`config.mk`:
```
export PLATFORM = sky130hd
export DESIGN_NAME = gf8_reduce_acc
export DESIGN_NICKNAME = d
export VERILOG_FILES = /design/src/rtl/gf8_pkg.sv /design/src/rtl/gf8_pipe_reg.sv /design/src/rtl/gf8_reduce_acc.sv
export SDC_FILE = /design/constraint.sdc
export NUM_CORES = 1
export LEC_CHECK = 0
export ABC_AREA = 1
export CAP_MARGIN = 0
export CORE_MARGIN = 10
export CORE_UTILIZATION = 47
export CTS_CLUSTER_DIAMETER = 200
export DETAILED_ROUTE_END_ITERATION = 10
export MAX_ROUTING_LAYER = met4
export PLACE_DENSITY = 0.74
export SYNTH_ARGS = -nofsm -noshare
export SYNTH_HDL_FRONTEND = slang
export SYNTH_SLANG_ARGS = --single-unit
```
`constraint.sdc`:
```
create_clock -name clk -period 0.9 [get_ports clk]
set_input_delay 0.18 -clock clk [delete_from_list [all_inputs] [get_ports clk]]
set_output_delay 0.18 -clock clk [all_outputs]
set_load 0.1 [all_outputs]
```
`src/rtl/gf8_pkg.sv`:
```
// Shared GF(2^8) field definitions: default AES polynomial, field and product
// types, and the shift-XOR fold used by both reduction stages.
package gf8_pkg;

    localparam logic [8:0] GF_POLY_AES = 9'h11B;

    typedef logic [7:0]  gf8_t;
    typedef logic [14:0] gfprod_t;

    // Clear product bits hi down to lo by XORing in POLY aligned under each set
    // bit, highest bit first. Bits outside [hi:lo] are left alone, so a caller
    // can split the full 14..8 reduction across pipeline stages.
    function automatic gfprod_t gf_fold(input gfprod_t value, input logic [8:0] poly,
                                        input int hi, input int lo);
        gfprod_t v;
        v = value;
        for (int k = 14; k >= 8; k--) begin
            if (k <= hi && k >= lo && v[k]) begin
                v = v ^ (gfprod_t'(poly) << (k - 8));
            end
        end
        return v;
    endfunction

endpackage

```
`src/rtl/gf8_pipe_reg.sv`:
```
// One elastic pipeline slice: a valid bit plus a W-bit payload register.
//
// Handshake: a beat moves across an interface on any cycle where valid and
// ready are both high. valid never depends on ready on the same side; the
// slice's up_ready_o is high when it is empty or its beat is leaving downstream
// this cycle, so it can accept and hand off in one cycle without a bubble.
module gf8_pipe_reg #(
    parameter int W = 8
) (
    input  logic         clk,
    input  logic         rst_n,
    input  logic         up_valid_i,
    output logic         up_ready_o,
    input  logic [W-1:0] data_i,
    output logic         valid_o,
    input  logic         down_ready_i,
    output logic [W-1:0] data_o
);

    logic         valid_q, valid_d;
    logic [W-1:0] data_q, data_d;
    logic         load;

    assign up_ready_o = !valid_q || down_ready_i;
    assign load       = up_valid_i && up_ready_o;
    assign valid_o    = valid_q;
    assign data_o     = data_q;

    // Next state: load a new beat, otherwise empty out when drained, otherwise hold.
    always_comb begin
        valid_d = valid_q;
        data_d  = data_q;
        if (load) begin
            valid_d = 1'b1;
            data_d  = data_i;
        end else if (down_ready_i) begin
            valid_d = 1'b0;
        end
    end

    // Slice registers; payload only changes on load so stalled data stays put.
    always_ff @(posedge clk or negedge rst_n) begin
        if (!rst_n) begin
            valid_q <= 1'b0;
            data_q  <= '0;
        end else begin
            valid_q <= valid_d;
            data_q  <= data_d;
        end
    end

endmodule

```
`src/rtl/gf8_reduce_acc.sv`:
```
// Two-stage GF(2^8) reduction of a 15-bit carry-less product followed by a
// per-frame XOR accumulator. S1 folds bits 14..11, S2 folds 10..8 and adds the
// result into the running sum, which is what each output beat carries.
module gf8_reduce_acc
    import gf8_pkg::*;
#(
    parameter logic [8:0] POLY = GF_POLY_AES
) (
    input  logic        clk,
    input  logic        rst_n,
    input  logic        in_valid,
    output logic        in_ready,
    input  logic [14:0] in_prod,
    input  logic        in_last,
    output logic        out_valid,
    input  logic        out_ready,
    output logic [7:0]  out_data,
    output logic        out_last
);

    // A polynomial without x^8 is not degree 8, so the fold would be wrong.
    if (POLY[8] != 1'b1) begin : g_poly_check
        $error("gf8_reduce_acc: POLY bit 8 must be set");
    end

    // S1 payload: {last, 11-bit partially reduced product}
    logic [11:0] s1_din, s1_dout;
    logic        s1_v;
    logic        s2_ready;

    // S2 payload: {last, running sum}
    logic [8:0]  s2_din, s2_dout;
    logic        s2_load;

    gf8_t        r;
    gf8_t        sum;
    gf8_t        acc_q, acc_d;

    assign s1_din = {in_last, 11'(gf_fold(gfprod_t'(in_prod), POLY, 14, 11))};

    gf8_pipe_reg #(.W(12)) u_s1 (
        .clk          (clk),
        .rst_n        (rst_n),
        .up_valid_i   (in_valid),
        .up_ready_o   (in_ready),
        .data_i       (s1_din),
        .valid_o      (s1_v),
        .down_ready_i (s2_ready),
        .data_o       (s1_dout)
    );

    assign r       = 8'(gf_fold(gfprod_t'(s1_dout[10:0]), POLY, 10, 8));
    assign sum     = acc_q ^ r;
    assign s2_din  = {s1_dout[11], sum};
    assign s2_load = s1_v && s2_ready;

    gf8_pipe_reg #(.W(9)) u_s2 (
        .clk          (clk),
        .rst_n        (rst_n),
        .up_valid_i   (s1_v),
        .up_ready_o   (s2_ready),
        .data_i       (s2_din),
        .valid_o      (out_valid),
        .down_ready_i (out_ready),
        .data_o       (s2_dout)
    );

    assign out_last = s2_dout[8];
    assign out_data = s2_dout[7:0];

    // Accumulator moves only when a beat enters S2; a closing beat restarts the frame.
    always_comb begin
        acc_d = acc_q;
        if (s2_load) begin
            acc_d = s1_dout[11] ? 8'h00 : sum;
        end
    end

    // Accumulator register; reset drops any partial frame.
    always_ff @(posedge clk or negedge rst_n) begin
        if (!rst_n) begin
            acc_q <= 8'h00;
        end else begin
            acc_q <= acc_d;
        end
    end

endmodule

```
==> impl_metrics.yaml, run 1 <==
routing:
  drt_pass1_iterations: 4
  ant_nets: 0
  num_vias: 1667
  wl_mm: 4.02
  wl_per_cell_um: 11.1
  drt_iter0_drc: 78
  routed_via_density: 4.62
  drcViolationCount: 0
sta:
  hold_violations: 0
  finalCritPeriodShare_pct: 145
  max_freq_mhz: 769
  relSlewSlack_pct: 82.2
  period_needed_ns: 1.30
  slew_violations: 0
  setup-violations-final: 42
  fin_skew_ns: 0.00730
  worst_slew_pin_slew_ns: 0.265
  fin_hold_ws_ns: 0.246
  grt_setup_unrepaired: "true"
  setup_ws_ns: -0.401
  setup_tns_ns: -9.88
synth:
  synth_fp_nets: 275
  ys_warn_count: 0
  syn_inst: 255
  synth-seq-area-share_pct: 42.9
  avgSynthCellArea_um2: 7.09
  synth_cell_types: 17
  ys_seq_elements: 31
  syn_area_um2: 1810
placed_design:
  dp_hpwl_mm: 2.98
  io_buffer_count: 30
  place_area_um2: 2430
  place.gp.congestion: 0.816
critical_path:
  critPathCaptureType: "output port"
  arrival_ns: 1.12
  path_cells: "nand3_4 > buf_6 > buf_12"
  cpPeakStageDelay_ns: 0.50
  cp_num_buf_inv: 2
  crit_path_top_delay_cell: "dfrtp_4"
  cp_top_family: "flip-flops"
  crit_cells: 3
  path_max_fanout: 3
  startpoint_type: "flip-flop"
  worstPathRequired_ns: 0.72
  reg2reg_depth: 8
  crit_type: "flip-flop to output port"
cells_and_area:
  syn_to_final_growth_pct: 46.9
  seqCellArea_um2: 793
  layout-drive-gt1-share_pct: 27.2
  final_cell_mix: "nand2_1 (133), inv_1 (27), buf_4 (20), dfrtp_1 (19), clkdlybuf4s50_1 (19)"
  multiInputGateArea_um2: 888
  nFillCells: 286
  fin_area_um2: 2650
  nets: 332
  final_common_cell: "nand2_1"
  num_antenna_cells: 0
clock_network:
  clk_pin_slew_ns: 0.07
  cts_tree: "done"
  root_buffer: "clkbuf_8"
  clock_sinks: 31
  cts_made_buffers: 5
  htreeDepth: 2
  clk_latency_ns: 0.29
  holdBufCountCts: 0
  clockBufferDepth: 2
grt:
  grtUsageMet1_pct: 15.4
  use_met2_pct: 21.9
  grt_pass1_wl_mm: 6.91
  track_usage_pct: 13.7
  grt_antenna_before_repair: 0
  first_global_vias: 1622
  grt-ovfl-total: 0
  met3_usage_pct: 2.73
  grt_max_degree: 32
  busiest_layer: "met2"
flow_run:
  drv_cap: 0
die:
  fp.dieW_um: 82
  io_pins: 31
  core_um2: 3690
  start_util_pct: 49.0
  dieArea_um2: 6720
  rows: 22
  die_y_um: 82
run_status:
  violations: "negative setup slack"
  outcome: "finished with violations"
pwr:
  powerDensity_nw_per_um2: 2970
  p_leak_uw: 0.00141
  max-vdd-ir-drop_uv: 1370
  power_uw: 7880
hold_path:
  holdCritPathClass: "input port to async pin"
[cell usage after synthesis (all sizes together)]
cell type	instances	share of area, %
xnor2	9	4.4
nor2	2	0.42
nand3	18	6.9
dfrtp	31	43
clkinv	1	0.28
o21ai	10	3.6
nand4	1	0.35
buf	8	4.2
nand2	143	30
inv	31	6.4
xor2	1	0.48
[sequential cells by signal, indices dropped and copies added (netlist names)]
register      count
u_s1.data_o      12
u_s2.data_o       9
acc_q             8
u_s1.valid_o      1
u_s2.valid_o      1
[repair_timing]
action / CTS / global route
pin swaps: 1 / 0
gates resized for setup: 21 / 8
setup buffers: 3 / 2
cloned: 1 / 0
setup endpoints to repair: 42 / 42
[final timing paths]
check / startpoint / end / slack, ns
worst max-delay path: u_s2.valid_o$_DFFE_PN0P_ / in_ready / -0.40
min in group clk: in_prod[0] / u_s1.data_o[0]$_DFFE_PN0P_ / 0.47
max in group asynchronous: rst_n / u_s2.data_o[5]$_DFFE_PN0P_ / 0.46
worst min register to register: acc_q[7]$_DFFE_PN0P_ / acc_q[7]$_DFFE_PN0P_ / 0.52
worst max register to register: u_s2.valid_o$_DFFE_PN0P_ / u_s1.data_o[5]$_DFFE_PN0P_ / -0.33
worst min-delay path: rst_n / u_s1.valid_o$_DFFE_PN0P_ / 0.25
[power by group]
group,switching (uW),internal (uW),total (uW)
registers,502,1900,2400
clock network,513,697,1210
logic,2620,1660,4270
total,3630,4250,7880
[final cells by class]
cell class	count	area share (%)
flip-flops and latches	31	29.9
well taps	48	2.26
inverters	32	4.95
clock buffers	8	3.77
multi-input cells	184	33.5
repair buffers	58	25.6
[routing by layer]
| metal | wire [um] | vias to the layer above |
|---|---|---|
| met4 | 91 | 0 |
| met3 | 141 | 8 |
| met2 | 2000 | 37 |
| met1 | 1780 | 744 |
| met5 | 0 | - |
| li1 | - | 878 |
[metrics by stage]
stage | std cells | utilization, % | setup WS (ns)
6_report | 361 | 71.9 | -0.401
5_1_grt | 361 | 71.9 | -0.440
4_1_cts | 359 | 70.8 | -0.408
3_5_place_dp | 347 | 65.9 | -0.476
3_3_place_gp | 347 | 65.9 | -0.416
2_1_floorplan | 255 | - | -0.670
[cell families after synthesis]
logic type / Yosys count / synth area share (%)
flip-flops: 31 / 42.9
XOR/XNOR: 10 / 4.85
AO/OA/AOI/OAI: 10 / 3.60
buffers and inverters: 40 / 10.9
AND/OR/NAND/NOR: 164 / 37.7
Power figures use the tool's default switching activity.
==> inputs of run 2 (changes only) <==
PLACE_DENSITY = 0.8   (was 0.74)
SETUP_SLACK_MARGIN = 0.5   (was not set)
==> run 2 against run 1 <==
  * The flow still finishes with violations (negative setup slack)
  * Sequential share of layout area is 0.64 points higher
  * Sequential power up 3%
  * Global-route usage grew 0.70 points
  * Non-clock buffer count down 2
  * Maximum frequency increased by 0.18%
  * Total power rose by 3.8%
  * Clock skew up 0.0021 ns
  * Register-to-register slack gained 0.07 ns
  * Final cell count decreased by 0.55%
  * First-iteration DRC count up 42%
  * Critical path depth stayed put
  * Clock power grew 17%
==> impl_metrics.yaml, run 2 (synthesis results as in run 1) <==
routing:
  ant_nets: 0
  wl_mm: 4.15
  num_vias: 1638
  routed_via_density: 4.56
  drcViolationCount: 0
  wl_per_cell_um: 11.6
  drt_iter0_drc: 111
  drt_pass1_iterations: 4
clock_network:
  clk_latency_ns: 0.29
  clk_pin_slew_ns: 0.07
  clock_sinks: 31
  clockBufferDepth: 2
  root_buffer: "clkbuf_8"
  htreeDepth: 2
  cts_tree: "done"
  holdBufCountCts: 0
  cts_made_buffers: 5
critical_path:
  critPathLaunch: "u_s2.valid_o$_DFFE_PN0P_"
  path_max_fanout: 3
  path_cells: "nand3_4 > buf_6 > buf_12"
  worstPathRequired_ns: 0.72
  r2r-start: "u_s2.valid_o$_DFFE_PN0P_"
  crit_path_top_delay_cell: "dfrtp_4"
  critPathCaptureType: "output port"
  startpoint_type: "flip-flop"
  arrival_ns: 1.12
  crit_type: "flip-flop to output port"
  cpPeakStageDelay_ns: 0.49
grt:
  grt_antenna_before_repair: 0
  grtUsageMet1_pct: 15.9
  grt-ovfl-total: 0
  met3_usage_pct: 3.71
  track_usage_pct: 14.4
  grt_pass1_wl_mm: 7.27
  first_global_vias: 1682
  use_met2_pct: 23.5
  busiest_layer: "met2"
  grt_max_degree: 17
sta:
  worst_slew_pin_slew_ns: 0.267
  finalCritPeriodShare_pct: 144
  period_needed_ns: 1.30
  slew_violations: 0
  hold_violations: 0
  setup-violations-final: 41
  fin_hold_ws_ns: 0.0535
  fin_skew_ns: 0.00938
  grt_setup_unrepaired: "true"
  setup_ws_ns: -0.399
  relSlewSlack_pct: 82.2
  max_freq_mhz: 770
flow_run:
  drv_cap: 0
cells_and_area:
  final_cell_mix: "nand2_1 (136), inv_1 (27), dfrtp_1 (20), clkdlybuf4s50_1 (18), buf_4 (17)"
  largest_register_ff_count: 12
  layout-drive-gt1-share_pct: 25.7
  stdcell_count: 359
  syn_to_final_growth_pct: 47.6
  nets: 330
  num_antenna_cells: 0
  final_common_cell: "nand2_1"
  fin_area_um2: 2670
placed_design:
  numPlacedInstances: 347
  io_buffer_count: 30
  place.gp.congestion: 0.809
  place_area_um2: 2450
  preCtsSetupSlack_ns: -0.475
  dp_hpwl_mm: 3.12
die:
  dieArea_um2: 6720
  start_util_pct: 49.0
  io_pins: 31
  die_y_um: 82
  rows: 22
  fp.dieW_um: 82
  core_um2: 3690
run_status:
  violations: "negative setup slack"
  outcome: "finished with violations"
hold_path:
  holdCritPathClass: "input port to async pin"
pwr:
  p_leak_uw: 0.00141
  powerDensity_nw_per_um2: 3070
  max-vdd-ir-drop_uv: 1280
[run 2: changes by cell type in the layout (fill, tap and decap cells not counted), moves of 2 or more]
cell,previous run,this run
dfrtp_2,11,1
nand2_1,133,136
buf_4,20,17
dfrtp_4,1,10
inv_4,1,3
[run 2: area by class of cell]
class	count	area (um^2)
sequential	31	815
clock buffer	6	82.6
fill	272	1020
multi-input combinational	184	862
clock inverter	2	35.0
timing repair buffer	56	686
tap	48	60.1
inverter	32	128
[run 2: power breakdown]
part	leakage (uW)	switching [uW]	total, uW	internal [uW]
clock	0.0000612	529	1420	895
sequential	0.000371	498	2480	1980
combinational	0.000978	2630	4280	1650
total	0.00141	3660	8180	4520
[run 2: worst paths after layout]
path	end	slack (ns)	depth (start not counted)
worst max-delay path	in_ready	-0.40	3
worst min-delay path	u_s2.data_o[0]$_DFFE_PN0P_	0.05	2
max in group asynchronous	u_s1.data_o[3]$_DFFE_PN0P_	0.58	2
worst max register to register	acc_q[1]$_DFFE_PN0P_	-0.26	6
min in group clk	u_s1.data_o[0]$_DFFE_PN0P_	0.46	3
worst min register to register	u_s1.data_o[7]$_DFFE_PN0P_	0.51	2
[run 2: per-stage QoR]
stage,utilization (%),TNS [ns],total power [uW]
after global routing,72.3,-11.34,8670
after detailed placement,66.5,-12.56,6650
after floorplan,-,-14.72,5110
after global placement,66.5,-11.95,6530
after CTS,72.0,-9.36,8190
final,72.3,-9.16,8180
[run 2: timing repair]
action | in CTS | in global routing
cloned | 2 | 0
pin swaps | 1 | 1
gates resized for setup | 14 | 6
endpoints found under the setup margin | 73 | 42
setup buffers | 2 | 0
[run 2: per-layer routing]
| metal | wire (um) | vias up |
|---|---|---|
| li1 | - | 871 |
| met1 | 1850 | 727 |
| met2 | 2070 | 32 |
| met3 | 131 | 8 |
| met4 | 93 | 0 |
| met5 | 0 | - |
[run 2: worst max-delay path, delay by kind of cell, from the launching register on]
kind	cells	cell delay (ns)
buf+inv	2	0.26
simple gates	1	0.07
flops	1	0.49
==> inputs of run 3 (changes only) <==
CTS_CLUSTER_SIZE = 40   (was not set)
==> results of run 3 <==
Final layout, timing and power as in run 2 (identical DEF).
